<file path="config.mk">
export PLATFORM = sky130hd
export DESIGN_NAME = mac_overlay_scheduler
export DESIGN_NICKNAME = d
export VERILOG_FILES = /design/src/rtl/mac_overlay_scheduler_pkg.sv /design/src/rtl/sched_result_fifo.sv /design/src/rtl/mac_overlay_scheduler.sv
export SDC_FILE = /design/constraint.sdc
export NUM_CORES = 1
export LEC_CHECK = 0
export CORE_MARGIN = 10
export CORE_UTILIZATION = 48
export CTS_BUF_LIST = sky130_fd_sc_hd__clkbuf_4 sky130_fd_sc_hd__clkbuf_8
export CTS_CLUSTER_DIAMETER = 80
export DETAILED_ROUTE_END_ITERATION = 6
export PLACE_DENSITY = 0.88
export SLEW_MARGIN = 20
export SYNTH_ARGS = -nofsm -noshare
export SYNTH_HDL_FRONTEND = slang
export SYNTH_HIERARCHICAL = 1
export SYNTH_SLANG_ARGS = --single-unit
</file>
<file path="constraint.sdc">
create_clock -name clk -period 5.4 [get_ports clk]
set_input_delay 1.08 -clock clk [delete_from_list [all_inputs] [get_ports clk]]
set_output_delay 1.08 -clock clk [all_outputs]
set_load 0.005 [all_outputs]
</file>
<file path="src/rtl/mac_overlay_scheduler_pkg.sv">
// Shared types and widths for the MAC overlay scheduler.
//   A_W      operand width fed to the overlay multiplier
//   S_W      accumulator (S_reg) width of the overlay ALU
//   CARRY_W  SIMD lane carry-out width
//   state_t  scheduler FSM states
//   tag_t    per-term tag that travels alongside the overlay pipeline
package mac_overlay_scheduler_pkg;

  localparam int A_W     = 54;
  localparam int S_W     = 45;
  localparam int CARRY_W = 4;

  typedef enum logic [1:0] {
    IDLE  = 2'd0,
    DRAIN = 2'd1,
    RUN   = 2'd2
  } state_t;

  typedef struct packed {
    logic valid;
    logic first;
    logic last;
  } tag_t;

  localparam tag_t TAG_NONE = '0;

endpackage

</file>
<file path="src/rtl/sched_result_fifo.sv">
// Synchronous result FIFO for the MAC overlay scheduler.
//   clk, reset     clock, synchronous active-high reset (empties the FIFO)
//   push, din      write side; a push into a full FIFO is dropped
//   pop            read side; ignored when empty
//   dout, valid    head entry and non-empty flag
module sched_result_fifo #(
  parameter int DEPTH = 2,
  parameter int W     = 49
) (
  input  logic         clk,
  input  logic         reset,
  input  logic         push,
  input  logic [W-1:0] din,
  input  logic         pop,
  output logic [W-1:0] dout,
  output logic         valid
);

  localparam int PTR_W = (DEPTH > 1) ? $clog2(DEPTH) : 1;
  localparam int CNT_W = $clog2(DEPTH + 1);

  logic [W-1:0]     mem [DEPTH];
  logic [PTR_W-1:0] rd_ptr, wr_ptr;
  logic [CNT_W-1:0] count;
  logic             do_push, do_pop;

  assign do_push = push && (count != CNT_W'(DEPTH));
  assign do_pop  = pop && (count != '0);
  assign valid   = (count != '0);
  assign dout    = mem[rd_ptr];

  always_ff @(posedge clk) begin
    if (reset) begin
      rd_ptr <= '0;
      wr_ptr <= '0;
      count  <= '0;
      for (int i = 0; i < DEPTH; i++) mem[i] <= '0;
    end else begin
      if (do_push) begin
        mem[wr_ptr] <= din;
        wr_ptr      <= (wr_ptr == PTR_W'(DEPTH - 1)) ? '0 : wr_ptr + 1'b1;
      end
      if (do_pop)
        rd_ptr <= (rd_ptr == PTR_W'(DEPTH - 1)) ? '0 : rd_ptr + 1'b1;
      count <= count + CNT_W'(do_push) - CNT_W'(do_pop);
    end
  end

endmodule

</file>
<file path="src/rtl/mac_overlay_scheduler.sv">
// Feeds multiply-accumulate jobs into a pipelined MAC overlay and collects
// the accumulated sums.
//   job_*   job handshake: term count minus one, SIMD mode, operand signs
//   op_*    operand-pair handshake, one pair per term
//   ovl_*   registered operands/config to the overlay, X input (ovl_result_2),
//           carry-in, and the overlay's S_reg / lane carries coming back
//   res_*   result handshake: accumulated sum and lane carries
//   busy    FSM not idle or terms still travelling through the overlay
module mac_overlay_scheduler
  import mac_overlay_scheduler_pkg::*;
#(
  parameter int MULT_LAT  = 2,
  parameter int RES_DEPTH = 2
) (
  input  logic               clk,
  input  logic               reset,
  input  logic               job_valid,
  output logic               job_ready,
  input  logic [7:0]         job_len,
  input  logic               job_mode,
  input  logic               job_a_sign,
  input  logic               job_b_sign,
  input  logic               op_valid,
  output logic               op_ready,
  input  logic [A_W-1:0]     op_a,
  input  logic [A_W-1:0]     op_b,
  output logic [A_W-1:0]     ovl_a,
  output logic [A_W-1:0]     ovl_b,
  output logic               ovl_mode,
  output logic               ovl_a_sign,
  output logic               ovl_b_sign,
  output logic [S_W-1:0]     ovl_result_2,
  output logic               ovl_cin,
  input  logic [S_W-1:0]     ovl_s,
  input  logic [CARRY_W-1:0] ovl_carry,
  output logic               res_valid,
  input  logic               res_ready,
  output logic [S_W-1:0]     res_data,
  output logic [CARRY_W-1:0] res_carry,
  output logic               busy
);

  // Operands registered at edge t reach S_reg after edge t+L. The issue tag
  // sits beside ovl_a/ovl_b; the L-1 deep pipe behind it puts its head on the
  // term whose product is at the ALU W/Y inputs.
  localparam int L          = MULT_LAT + 2;
  localparam int TAG_STAGES = L - 1;
  localparam int OUT_W      = $clog2(RES_DEPTH + 1);

  state_t                    state;
  logic [7:0]                term_cnt;
  logic                      first_q;
  logic                      pend_mode, pend_a_sign, pend_b_sign;
  tag_t                      issue_tag;
  tag_t [TAG_STAGES-1:0]     tag_pipe;
  tag_t                      head;
  logic                      last_d;
  logic [OUT_W-1:0]          outstanding;
  logic                      tags_busy;
  logic                      job_accept, op_fire, res_pop;

  assign head       = tag_pipe[TAG_STAGES-1];
  assign job_ready  = (state == IDLE) && job_valid && (outstanding < OUT_W'(RES_DEPTH));
  assign op_ready   = (state == RUN);
  assign job_accept = job_valid && job_ready;
  assign op_fire    = op_valid && op_ready;
  assign res_pop    = res_valid && res_ready;
  assign ovl_cin    = 1'b0;
  assign busy       = (state != IDLE) || tags_busy || last_d;

  // First term of a job starts from zero; everything else (including bubbles,
  // whose product is zero) accumulates onto S_reg.
  assign ovl_result_2 = (head.valid && head.first) ? '0 : ovl_s;

  always_comb begin
    tags_busy = issue_tag.valid;
    for (int i = 0; i < TAG_STAGES; i++) tags_busy = tags_busy | tag_pipe[i].valid;
  end

  always_ff @(posedge clk) begin
    if (reset) begin
      state       <= IDLE;
      term_cnt    <= '0;
      first_q     <= 1'b0;
      pend_mode   <= 1'b0;
      pend_a_sign <= 1'b0;
      pend_b_sign <= 1'b0;
      issue_tag   <= TAG_NONE;
      tag_pipe    <= '0;
      last_d      <= 1'b0;
      outstanding <= '0;
      ovl_a       <= '0;
      ovl_b       <= '0;
      ovl_mode    <= 1'b0;
      ovl_a_sign  <= 1'b0;
      ovl_b_sign  <= 1'b0;
    end else begin
      tag_pipe[0] <= issue_tag;
      for (int i = 1; i < TAG_STAGES; i++) tag_pipe[i] <= tag_pipe[i-1];
      last_d <= head.valid && head.last;
      // Counts a job from acceptance until its result leaves the FIFO, so
      // admission alone keeps the FIFO from overflowing.
      outstanding <= outstanding + OUT_W'(job_accept) - OUT_W'(res_pop);

      ovl_a     <= '0;
      ovl_b     <= '0;
      issue_tag <= TAG_NONE;

      case (state)
        IDLE: begin
          if (job_accept) begin
            term_cnt <= job_len;
            first_q  <= 1'b1;
            // The ALU mode must not change under a term still in flight.
            if ((job_mode == ovl_mode) || !tags_busy) begin
              ovl_mode   <= job_mode;
              ovl_a_sign <= job_a_sign;
              ovl_b_sign <= job_b_sign;
              state      <= RUN;
            end else begin
              pend_mode   <= job_mode;
              pend_a_sign <= job_a_sign;
              pend_b_sign <= job_b_sign;
              state       <= DRAIN;
            end
          end
        end
        DRAIN: begin
          if (!tags_busy) begin
            ovl_mode   <= pend_mode;
            ovl_a_sign <= pend_a_sign;
            ovl_b_sign <= pend_b_sign;
            state      <= RUN;
          end
        end
        RUN: begin
          if (op_fire) begin
            ovl_a     <= op_a;
            ovl_b     <= op_b;
            issue_tag <= '{valid: 1'b1, first: first_q, last: (term_cnt == 8'd0)};
            first_q   <= 1'b0;
            if (term_cnt == 8'd0) state <= IDLE;
            else                  term_cnt <= term_cnt - 8'd1;
          end
        end
        default: state <= IDLE;
      endcase
    end
  end

  // The sum is final in S_reg the cycle after its last term left the ALU.
  sched_result_fifo #(
    .DEPTH (RES_DEPTH),
    .W     (S_W + CARRY_W)
  ) u_res_fifo (
    .clk   (clk),
    .reset (reset),
    .push  (last_d),
    .din   ({ovl_s, ovl_carry}),
    .pop   (res_pop),
    .dout  ({res_data, res_carry}),
    .valid (res_valid)
  );

endmodule

</file>
==> results.json <==
{
  "outcome": "complete, but fails checks",
  "violations": "design-rule violations",
  "synth-async-reset-ratio_pct": 0,
  "area_growth_pct": 51.0,
  "avgSynthCellArea_um2": 12.0,
  "yosysWarnings": 6,
  "die_x_um": 160,
  "cp.depth": 3,
  "synthTopCellsByArea": "edfxtp_1 32%, dfxtp_1 31%, and2_1 10%",
  "tns_ns": 0,
  "vdd_drop_max_uv": 252,
  "crit_type": "flip-flop to primary output",
  "postCtsSetupRepairBufs": 0,
  "worstPathCellList": "buf_4 > mux2_2 > clkdlybuf4s50_1",
  "grt_usage_pct": 22.7,
  "antenna_found_initial": 2,
  "critical_path.top_delay_family": "buffers and inverters",
  "slew_headroom_pct": 35.6,
  "layout-drive-gt1-share_pct": 12.1,
  "worstSetupEndpointType": "primary output",
  "ant_nets": 0,
  "clkTransAtPathRegs_ns": 0.06,
  "max_freq_mhz": 263,
  "cp_max_fo": 31,
  "place_congestion": 0.851,
  "clockBufferDepth": 3,
  "finalSetupViolCount": 0,
  "worstPathArrival_ns": 2.72,
  "wl_per_cell_um": 20.7,
  "hold_violations": 0,
  "netlist_instances": 781,
  "seq_area_frac_synth_pct": 62.6,
  "ys.flop_type": "dfxtp_1",
  "stdcell_count": 1453,
  "dp_cells": 1383,
  "finalCritPeriodShare_pct": 70.5,
  "hpwl_um": 21800,
  "maxCapViolCount": 0,
  "holdPathStages": 1,
  "yosysUniqueCellTypes": 50,
  "drtPass1Iterations": 7,
  "slew_viol_final": 0,
  "cts_num_sinks": 243,
  "synth_top_area_share_pct": 31.5,
  "ios": 383,
  "cp.required_ns": 4.32,
  "drc_errors": 1,
  "clk_latency_ns": 0.52,
  "via_count": 7162,
  "syn_nets": 960,
  "final.setup_skew_ns": 0.0182,
  "grt_max_degree": 58,
  "critPathMaxStageDelay_ns": 0.89,
  "die-area_mm2": 0.0254,
  "hold_buffers": 0,
  "port_buffers": 381,
  "start_util_pct": 49.3,
  "drt_iter0_drc": 330,
  "htree_levels": 2,
  "cts_buffers": 40,
  "slowest_stage": "dfxtp_2",
  "hp-class": "flip-flop to flip-flop",
  "yosysTopAreaCell": "edfxtp_1",
  "reg2regPathDepth": 3,
  "tightest_slew_ns": 0.964,
  "clock-root-buffer": "clkbuf_8",
  "p_per_area_mw_per_mm2": 298,
  "core.rowCount": 50,
  "leakagePower_nw": 5.36,
  "rsz0062_at_grt": "false",
  "min_period_ns": 3.80,
  "post_cts_resized": 0,
  "grt_overflow": 0,
  "insertedDiodeCount": 0,
  "synthMostInstantiatedCell": "and2_1",
  "vias_per_cell": 4.93,
  "synth_commonest_cells": "156 x and2_1, 145 x dfxtp_1, 115 x nor2_1",
  "synth_edf_count": 98,
  "crit_buf_inv": 2,
  "core_mm2": 0.0190,
  "routed_wl_um": 30100,
  "worstSetupStartpointType": "flip-flop",
  "cts_tree": "done",
  "grt_pass1_vias": 7712,
  "final_nets": 1344,
  "synth_seq_cells": 243,
  "syn_area_mm2": 0.00934,
  "die_h_um": 160,
  "grt_pass1_wl_um": 45000
}
[cells in the final DEF, fill, tap and decap left out, types with 4 or more instances in the layout]
| cell | instances |
|---|---|
| mux2_2 | 39 |
| clkbuf_4 | 12 |
| nor2_1 | 114 |
| and2_1 | 156 |
| clkinv_2 | 4 |
| clkbuf_8 | 51 |
| clkdlybuf4s50_1 | 380 |
| inv_1 | 6 |
| edfxtp_1 | 98 |
| dfxtp_1 | 144 |
| ha_1 | 6 |
| nand2_1 | 9 |
| mux2_4 | 10 |
| nand3_1 | 7 |
| nand2b_1 | 55 |
| o21ai_0 | 5 |
| mux2i_1 | 6 |
| nor2b_1 | 12 |
| buf_4 | 8 |
| a21oi_1 | 16 |
| a221o_1 | 6 |
[registers in the layout, summed over array words and instances, names as in the netlist, 2 cells and up, named ones only]
signal and flops:
head 3, issue_tag 3, ovl_a 54, u_res_fifo/count 2, tag_pipe 6, term_cnt 8
u_res_fifo/mem 98, state 2, outstanding 2, ovl_b 54
[worst reg2reg max path, cell delays in order, from the launching register on]
cell,delay [ns]
dfxtp_1,0.49
nand3b_4,0.56
nand2b_2,0.86
buf_4,0.36
[per-layer routing]
metal	up-vias	share of wire, %	track usage, %
met3	74	9.7	9.50
li1	3358	-	-
met4	4	4.1	10.3
met1	3381	34	22.0
met5	-	0.086	0
met2	345	52	40.9
[power breakdown]
part | switching, W | internal [W] | leakage (nW)
clock | 0.000700 | 0.000977 | 0.453
combinational | 0.000209 | 0.000307 | 2.72
sequential | 0.0000371 | 0.00198 | 2.19
total | 0.000947 | 0.00326 | 5.36
[cells by family (layout without fill, tap and decap cells)]
group | count (synthesis) | count (layout) | share of synthesized area [%]
xor+xnor | 5 | 5 | 0.469
other cells | 1 | 1 | 0.0401
fa+ha+maj | 6 | 6 | 0.804
simple gates | 375 | 375 | 22.7
buf+inv | 55 | 467 | 3.54
mux | 55 | 55 | 6.95
compound gates | 41 | 41 | 2.96
flops | 243 | 243 | 62.6
[metrics by stage]
step / hold WS, ns / utilization (%) / worst slack (ns) / cell area, um^2 / total power, W
global route: 0.449 / 74.4 / 1.48 / 14100 / 0.00438
floorplan: 0.414 / - / 2.34 / 9340 / 0.00225
CTS: 0.442 / 74.4 / 1.55 / 14100 / 0.00425
global placement: 0.419 / 69.9 / 1.85 / 13200 / 0.00255
detailed placement: 0.427 / 69.9 / 1.82 / 13200 / 0.00256
finish: 0.436 / 74.4 / 1.60 / 14100 / 0.00421
[worst paths after layout]
| kind | from | endpoint | slack, ns |
|---|---|---|---|
| hold / removal | tag_pipe[1]$_SDFF_PP0_ | tag_pipe[4]$_SDFF_PP0_ | 0.44 |
| hold reg to reg | tag_pipe[1]$_SDFF_PP0_ | tag_pipe[4]$_SDFF_PP0_ | 0.44 |
| setup reg to reg | last_d$_SDFF_PP0_ | u_res_fifo/mem[0][43]$_SDFFCE_PN0P_ | 2.80 |
| setup / recovery | flip-flop | res_carry[3] | 1.60 |
[area by class of cell]
class / count / area [um^2]
multi-input cells: 483 / 3180
repair buffers: 389 / 3870
clock buffers: 63 / 792
inverters: 8 / 30.0
flip-flops and latches: 243 / 5850
fillers: 1202 / 4850
well taps: 260 / 325
clock inverters: 7 / 61.3
Note: power is estimated with default switching activity, not from simulation.
